File: src/rtl/rom_arb_2x.sv
`default_nettype none
// ============================================================================
//  Module   : rom_arb_2x
//  Purpose  : Two-port round-robin arbiter in front of one shared synchronous
//             ROM. Each grant takes three cycles: arbitrate, read, capture.
//  Revision : 1.0  initial release
// ============================================================================
module rom_arb_2x #(
    parameter int ADDR_W = 4,
    parameter int DATA_W = 16
) (
    input  logic              clk,
    input  logic              rst_n,
    input  logic              req0,
    input  logic [ADDR_W-1:0] addr0,
    output logic              gnt0,
    output logic              rvalid0,
    output logic [DATA_W-1:0] rdata0,
    input  logic              req1,
    input  logic [ADDR_W-1:0] addr1,
    output logic              gnt1,
    output logic              rvalid1,
    output logic [DATA_W-1:0] rdata1,
    output logic              rom_en,
    output logic [ADDR_W-1:0] rom_addr,
    input  logic [DATA_W-1:0] rom_data,
    output logic              busy
);

    localparam logic [1:0] S_IDLE = 2'd0;
    localparam logic [1:0] S_READ = 2'd1;
    localparam logic [1:0] S_WAIT = 2'd2;

    logic [1:0]        r_state;
    logic              r_owner;
    logic              r_last_gnt;
    logic              r_gnt0;
    logic              r_gnt1;
    logic              r_rvalid0;
    logic              r_rvalid1;
    logic [DATA_W-1:0] r_rdata0;
    logic [DATA_W-1:0] r_rdata1;
    logic              r_rom_en;
    logic [ADDR_W-1:0] r_rom_addr;
    logic              r_busy;

    logic [1:0]        w_state_nxt;
    logic              w_owner_nxt;
    logic              w_last_gnt_nxt;
    logic              w_gnt0_nxt;
    logic              w_gnt1_nxt;
    logic              w_rvalid0_nxt;
    logic              w_rvalid1_nxt;
    logic [DATA_W-1:0] w_rdata0_nxt;
    logic [DATA_W-1:0] w_rdata1_nxt;
    logic              w_rom_en_nxt;
    logic [ADDR_W-1:0] w_rom_addr_nxt;
    logic              w_busy_nxt;
    logic              w_winner;

    always_ff @(posedge clk or negedge rst_n) begin
        if (!rst_n) begin
            r_state    <= S_IDLE;
            r_owner    <= 1'b0;
            r_last_gnt <= 1'b1;   // port 0 takes the first tie
            r_gnt0     <= 1'b0;
            r_gnt1     <= 1'b0;
            r_rvalid0  <= 1'b0;
            r_rvalid1  <= 1'b0;
            r_rdata0   <= '0;
            r_rdata1   <= '0;
            r_rom_en   <= 1'b0;
            r_rom_addr <= '0;
            r_busy     <= 1'b0;
        end else begin
            r_state    <= w_state_nxt;
            r_owner    <= w_owner_nxt;
            r_last_gnt <= w_last_gnt_nxt;
            r_gnt0     <= w_gnt0_nxt;
            r_gnt1     <= w_gnt1_nxt;
            r_rvalid0  <= w_rvalid0_nxt;
            r_rvalid1  <= w_rvalid1_nxt;
            r_rdata0   <= w_rdata0_nxt;
            r_rdata1   <= w_rdata1_nxt;
            r_rom_en   <= w_rom_en_nxt;
            r_rom_addr <= w_rom_addr_nxt;
            r_busy     <= w_busy_nxt;
        end
    end

    always_comb begin
        w_state_nxt    = r_state;
        w_owner_nxt    = r_owner;
        w_last_gnt_nxt = r_last_gnt;
        w_gnt0_nxt     = 1'b0;
        w_gnt1_nxt     = 1'b0;
        w_rvalid0_nxt  = 1'b0;
        w_rvalid1_nxt  = 1'b0;
        w_rdata0_nxt   = r_rdata0;
        w_rdata1_nxt   = r_rdata1;
        w_rom_en_nxt   = 1'b0;
        w_rom_addr_nxt = r_rom_addr;
        // A lone requester wins outright; a tie goes to the port not granted last.
        w_winner       = (req0 && req1) ? ~r_last_gnt : req1;

        case (r_state)
            S_IDLE: begin
                if (req0 || req1) begin
                    w_state_nxt    = S_READ;
                    w_rom_en_nxt   = 1'b1;
                    w_rom_addr_nxt = w_winner ? addr1 : addr0;
                    w_gnt0_nxt     = ~w_winner;
                    w_gnt1_nxt     = w_winner;
                    w_owner_nxt    = w_winner;
                    w_last_gnt_nxt = w_winner;
                end
            end
            S_READ: begin
                w_state_nxt = S_WAIT;
            end
            S_WAIT: begin
                w_state_nxt = S_IDLE;
                if (r_owner) begin
                    w_rdata1_nxt  = rom_data;
                    w_rvalid1_nxt = 1'b1;
                end else begin
                    w_rdata0_nxt  = rom_data;
                    w_rvalid0_nxt = 1'b1;
                end
            end
            default: begin
                w_state_nxt = S_IDLE;
            end
        endcase

        w_busy_nxt = (w_state_nxt != S_IDLE);
    end

    assign gnt0     = r_gnt0;
    assign gnt1     = r_gnt1;
    assign rvalid0  = r_rvalid0;
    assign rvalid1  = r_rvalid1;
    assign rdata0   = r_rdata0;
    assign rdata1   = r_rdata1;
    assign rom_en   = r_rom_en;
    assign rom_addr = r_rom_addr;
    assign busy     = r_busy;

endmodule
`default_nettype wire

File: config.mk
export PLATFORM = sky130hd
export DESIGN_NAME = rom_arb_2x
export DESIGN_NICKNAME = d
export VERILOG_FILES = /design/src/rtl/rom_arb_2x.sv
export SDC_FILE = /design/constraint.sdc
export NUM_CORES = 1
export LEC_CHECK = 0
export BUFFER_PORTS_ARGS = -buffer_cell sky130_fd_sc_hd__buf_2
export CAP_MARGIN = 20
export CORE_MARGIN = 2
export CORE_UTILIZATION = 40
export CTS_BUF_LIST = sky130_fd_sc_hd__clkbuf_2
export CTS_CLUSTER_DIAMETER = 40
export DETAILED_ROUTE_END_ITERATION = 8
export GPL_TIMING_DRIVEN = 0
export PLACE_DENSITY = 0.68
export SYNTH_ARGS = -nofsm -noshare
export SYNTH_HDL_FRONTEND = slang
export SYNTH_SLANG_ARGS = --single-unit
File: constraint.sdc
create_clock -name clk -period 1.6 [get_ports clk]
set_clock_uncertainty 0.05 [all_clocks]
set_input_delay 0.32 -clock clk [delete_from_list [all_inputs] [get_ports clk]]
set_output_delay 0.32 -clock clk [all_outputs]
set_load 0.005 [all_outputs]
* Word-level counts from Yosys, hierarchy flattened
Index checks and enable logic that the tools add are counted.
Word-level totals: input bits 28, word-level logic and storage cells 38, register bits 46, output and inout bits 42
Operators by class: eq/ne operators 2, bitwise operators 3, multiplexer cells 14, reduce and logical (&&, ||, !) cells 7
Operator list (count):
- $mux 1 | 11
- $reduce_and 2->1 | 3
- $mux 4 | 1
- $pmux 2 s2 | 1
- $not 1->1 | 3
- $eq 2x1->1 const B | 1
- $eq 2x2->1 const B | 1
- $logic_not 2->1 | 1
- $mux 2 | 1
- $reduce_bool 2->1 | 1
- $logic_and 1x1->1 | 1
- $logic_or 1x1->1 | 1

* Logic depth before layout (Yosys ltp)
depth after elaboration 5, gate-level depth with buffers 4, gate-level depth less buffers 4

* Worst setup path after synthesis
OpenSTA, ideal clock, no wires.
path type register to register, from register r_state[0], to register r_rdata0[10], in the netlist rdata0[10], arrival 1291 ps, clock period less this slack 1466 ps, stages on the path, launching flop included 4, slack 134 ps, required time 1425 ps, path buffers 1, setup time 125 ps, cell sequence dfrtp_1 -> nor3b_4 -> buf_8 -> mux2_4
Between the ends: longest elaborated chain between the ends 2
Ends and longest elaborated chain:
- from (decl) | line 34 | logic [1:0] r_state;
- from (signal assigned) | line 76 | r_state <= w_state_nxt;
- $eq 2x2->1 | line 106 | case (r_state)
- $reduce_and 2->1 (no line)
- to (signal assigned) | line 83 | r_rdata0 <= w_rdata0_nxt;
- to (decl) | line 41 | logic [DATA_W-1:0] r_rdata0;
Every way passes these cells. A chain may end at the register's enable or synchronous reset.

* Worst setup path after layout
from register r_state[1], to register r_rdata0[3], in the netlist rdata0[3]
Same word-level chain as after synthesis.

==> impl_results.md <==
* Outcome: finished clean
* Critical path endpoint category: flop
* Area added between synthesis and finish at 30.6%
* CTS Sinks at 46
* Worst IR drop on VDD at 0.667 mV
* Synth area leader: dfrtp_1
* Dominant synthesized flop cell: dfrtp_1
* Netlist Area Pre-Place at 0.00175 sq mm
* Yosys cell types at 19
* Initial core utilization at 40.8%
* Simple-gate portion of the synthesized area at 5.00%
* Post-synth EDFFs at 0
* H-tree Lvls at 2
* Die width at 70.2 um
* CP max-delay cell: dfrtp_1
* CP Launch Type: flop
* Power density cells at 1940 mW/mm^2
* HP Class: in2reg
* First-pass GRT wire length at about 5600 um
* Most frequent cells after synthesis: dfrtp_1, mux2_2, mux2_4
* Grt ovf at 0
* Max cap viols at 0
* Period utilization at around 94%
* Warnings, synthesis at 0
* Die footprint at 0.00492 sq mm
* GPL Wtd Cong at 0.757
* Async S/R FF share, synth at 100%
* Layout cell share with drive strength beyond 1 at 66.8%
* Fill cells at 384
* Area of the core at 0.00429 sq mm
* Die H at around 70 um
* Setup TNS at 0 ns
* Main combinational cell family by area after synthesis: multiplexers
* CP max FO at 5
* DP Worst Slack at -0.0669 ns
* Fin worst setup slack at 0.0927 ns
* Worst EP required at 1.87 ns
* Post-route insts no fill at ~240
* Seq/Total Area, Yosys at 65.8%
* Via count at 1098
* Slew headroom at 70.9%
* Fmax at 663 MHz
* Drt first pass iters at 4
* Pins over their slew limit at 0
* Pwr Total at 4.43 mW
* CP peak stage delay at 0.55 ns
* Final setup violation count at 0
* Xor and xnor area share after synthesis at 0%
* Number of diodes at 0
* Most common cell in the netlist: dfrtp_1
* Nets at 211
* Crit Path Category: reg2reg
* Vias in the first global route at 1158
* Port Buf Inserts at 69
* TritonCTS clock tree: yes
* Clock root buffer: clkbuf_2
* Vias/cell at ~4.7
* DRC viols at 0
* Synthesized flop and latch total at 46
* Minimum clock period at ~1.5 ns
* Cts bufs inserted at 5
* CP Buf/Inv Count at 1
* Syn avg cell area at 17.0 sq um
* RSZ-0062 raised after global routing: no
* Top delay family on crit path: flip-flops
* Finished Core Util at 53.3%
* Synth area leaders: dfrtp_1, mux2_2, mux2_4
* # IOs at 70
* Post-DRT Antenna Nets at 0
* Final wirelength at roughly 3300 um
* Largest net degree at the start of global routing at 47
* Drt initial violations at 48
* Initial antenna violation count at 0
* GR Util All Layers at 14.7%
* Post-synthesis mux area share at about a quarter
* Adder-cell share of the synthesized area at 0%
* DP Cell Count at ~220
* Detailed Place HPWL at 2420 um
* Reg clk slew, reported paths at about 0.23 ns
* Mapped Cells at 103
* CP Cell Sequence: nor3b_4, buf_4, mux2_2
* Hold Violations, Final at 0
* Worst-Margin Slew at between 0.4 and 0.5 ns
* Wire length per cell at around 14 um
* Crit path DAT at roughly 1.8 ns
* Syn Nets at 131
* Compound-cell area share of the yosys netlist at ~3.5%
* Leakage at 1.18 nW
* CTS max path bufs at 2
* Later-pin clock latency in the skew report at 0.41 ns
* Row count at 24
* Share of the synthesized area in the top cell type at 64.3%
[placed cells by master, fill, tap and decap left out]
cell type / instances
inv_1: 3
dlygate4sd3_1: 1
dfstp_2: 1
and2_1: 1
a21boi_2: 1
nor4_2: 1
nand2b_1: 1
clkbuf_2: 5
mux2_4: 9
bufinv_16: 1
a21o_1: 2
nor3b_4: 1
o21ai_2: 1
nand3b_4: 1
dfrtp_1: 45
clkinv_2: 2
buf_4: 3
nor2_1: 1
buf_8: 1
a221o_1: 3
and3_1: 3
nor2_2: 1
buf_12: 1
buf_2: 69
nor2b_1: 1
mux2_2: 25
[per-stage QoR]
| stage | hold WS (ns) | area [sq um] |
|---|---|---|
| 2_1_floorplan | -0.0256 | 1750 |
| 3_3_place_gp | 0.434 | 2160 |
| 3_5_place_dp | 0.442 | 2160 |
| 4_1_cts | 0.0399 | 2250 |
| 5_1_grt | 0.0173 | 2290 |
| 6_report | 0.0759 | 2290 |
[cell families (layout without fill, tap and decap cells)]
| group | Yosys count | in the layout |
|---|---|---|
| muxes | 34 | 34 |
| and+or+nand+nor | 11 | 11 |
| buffers and inverters | 5 | 86 |
| AOI/OAI and AO/OA | 7 | 7 |
| DFF | 46 | 46 |
[worst paths after layout]
path / from / slack (ns) / endpoint / cells past startpoint
worst max-delay path: r_state[1]$_DFF_PN0_ / 0.09 / rdata0[3]$_DFFE_PN0P_ / 3
worst min-delay path: rom_data[9] / 0.08 / rdata0[9]$_DFFE_PN0P_ / 2
worst max register to register: r_state[1]$_DFF_PN0_ / 0.09 / rdata0[3]$_DFFE_PN0P_ / 3
worst min register to register: rdata1[8]$_DFFE_PN0P_ / 0.48 / rdata1[8]$_DFFE_PN0P_ / 1
max in group asynchronous: rst_n / 0.77 / r_last_gnt$_DFFE_PN1P_ / 3
min in group asynchronous: rst_n / 0.20 / rdata0[13]$_DFFE_PN0P_ / 2
[per-layer routing]
layer  vias to the layer above  global-route usage (%)  part of all wire [%]
li1                        523                       -                     -
met5                         -                       0                     0
met3                         8                    5.05                   6.8
met1                       524                    18.5                    43
met2                        43                    22.8                    48
met4                         0                    7.26                   2.5
[power breakdown]
group | leakage (nW) | internal [mW] | switching [mW]
logic | 0.592 | 1.09 | 0.658
clock network | 0.0427 | 0.259 | 0.355
registers | 0.549 | 1.74 | 0.320
[what timing repair did]
action | CTS | global route
hold endpoints to repair | 14 | 0
endpoints found under the setup margin | 9 | 9
setup buffers | 2 | 0
hold buffers | 1 | 0
resized for setup | 0 | 3
[area by class of cell]
| type | count | area (sq um) | share of cell area, % |
|---|---|---|---|
| Clock buffer | 5 | 25.0 | 1.09 |
| Sequential cell | 46 | 1150 | 50.4 |
| Timing Repair Buffer | 73 | 390 | 17.1 |
| Tap cell | 52 | 65.1 | 2.84 |
| Clock inverter | 3 | 40.0 | 1.75 |
| Buffer | 2 | 22.5 | 0.985 |
| Multi-Input combinational cell | 52 | 581 | 25.4 |
| Inverter | 3 | 11.3 | 0.492 |
[worst reg2reg max path, cell delays in order (launching register included)]
cell	delay, ns
dfrtp_1	0.55
nor3b_4	0.30
buf_4	0.18
mux2_2	0.33
[flip-flops by register name (all words and copies together), names as in the netlist]
name / count
busy: 1
gnt0: 1
gnt1: 1
r_last_gnt: 1
r_owner: 1
r_state: 2
rdata0: 16
rdata1: 16
rom_addr: 4
rom_en: 1
rvalid0: 1
rvalid1: 1
Power figures use the tool's default switching activity.
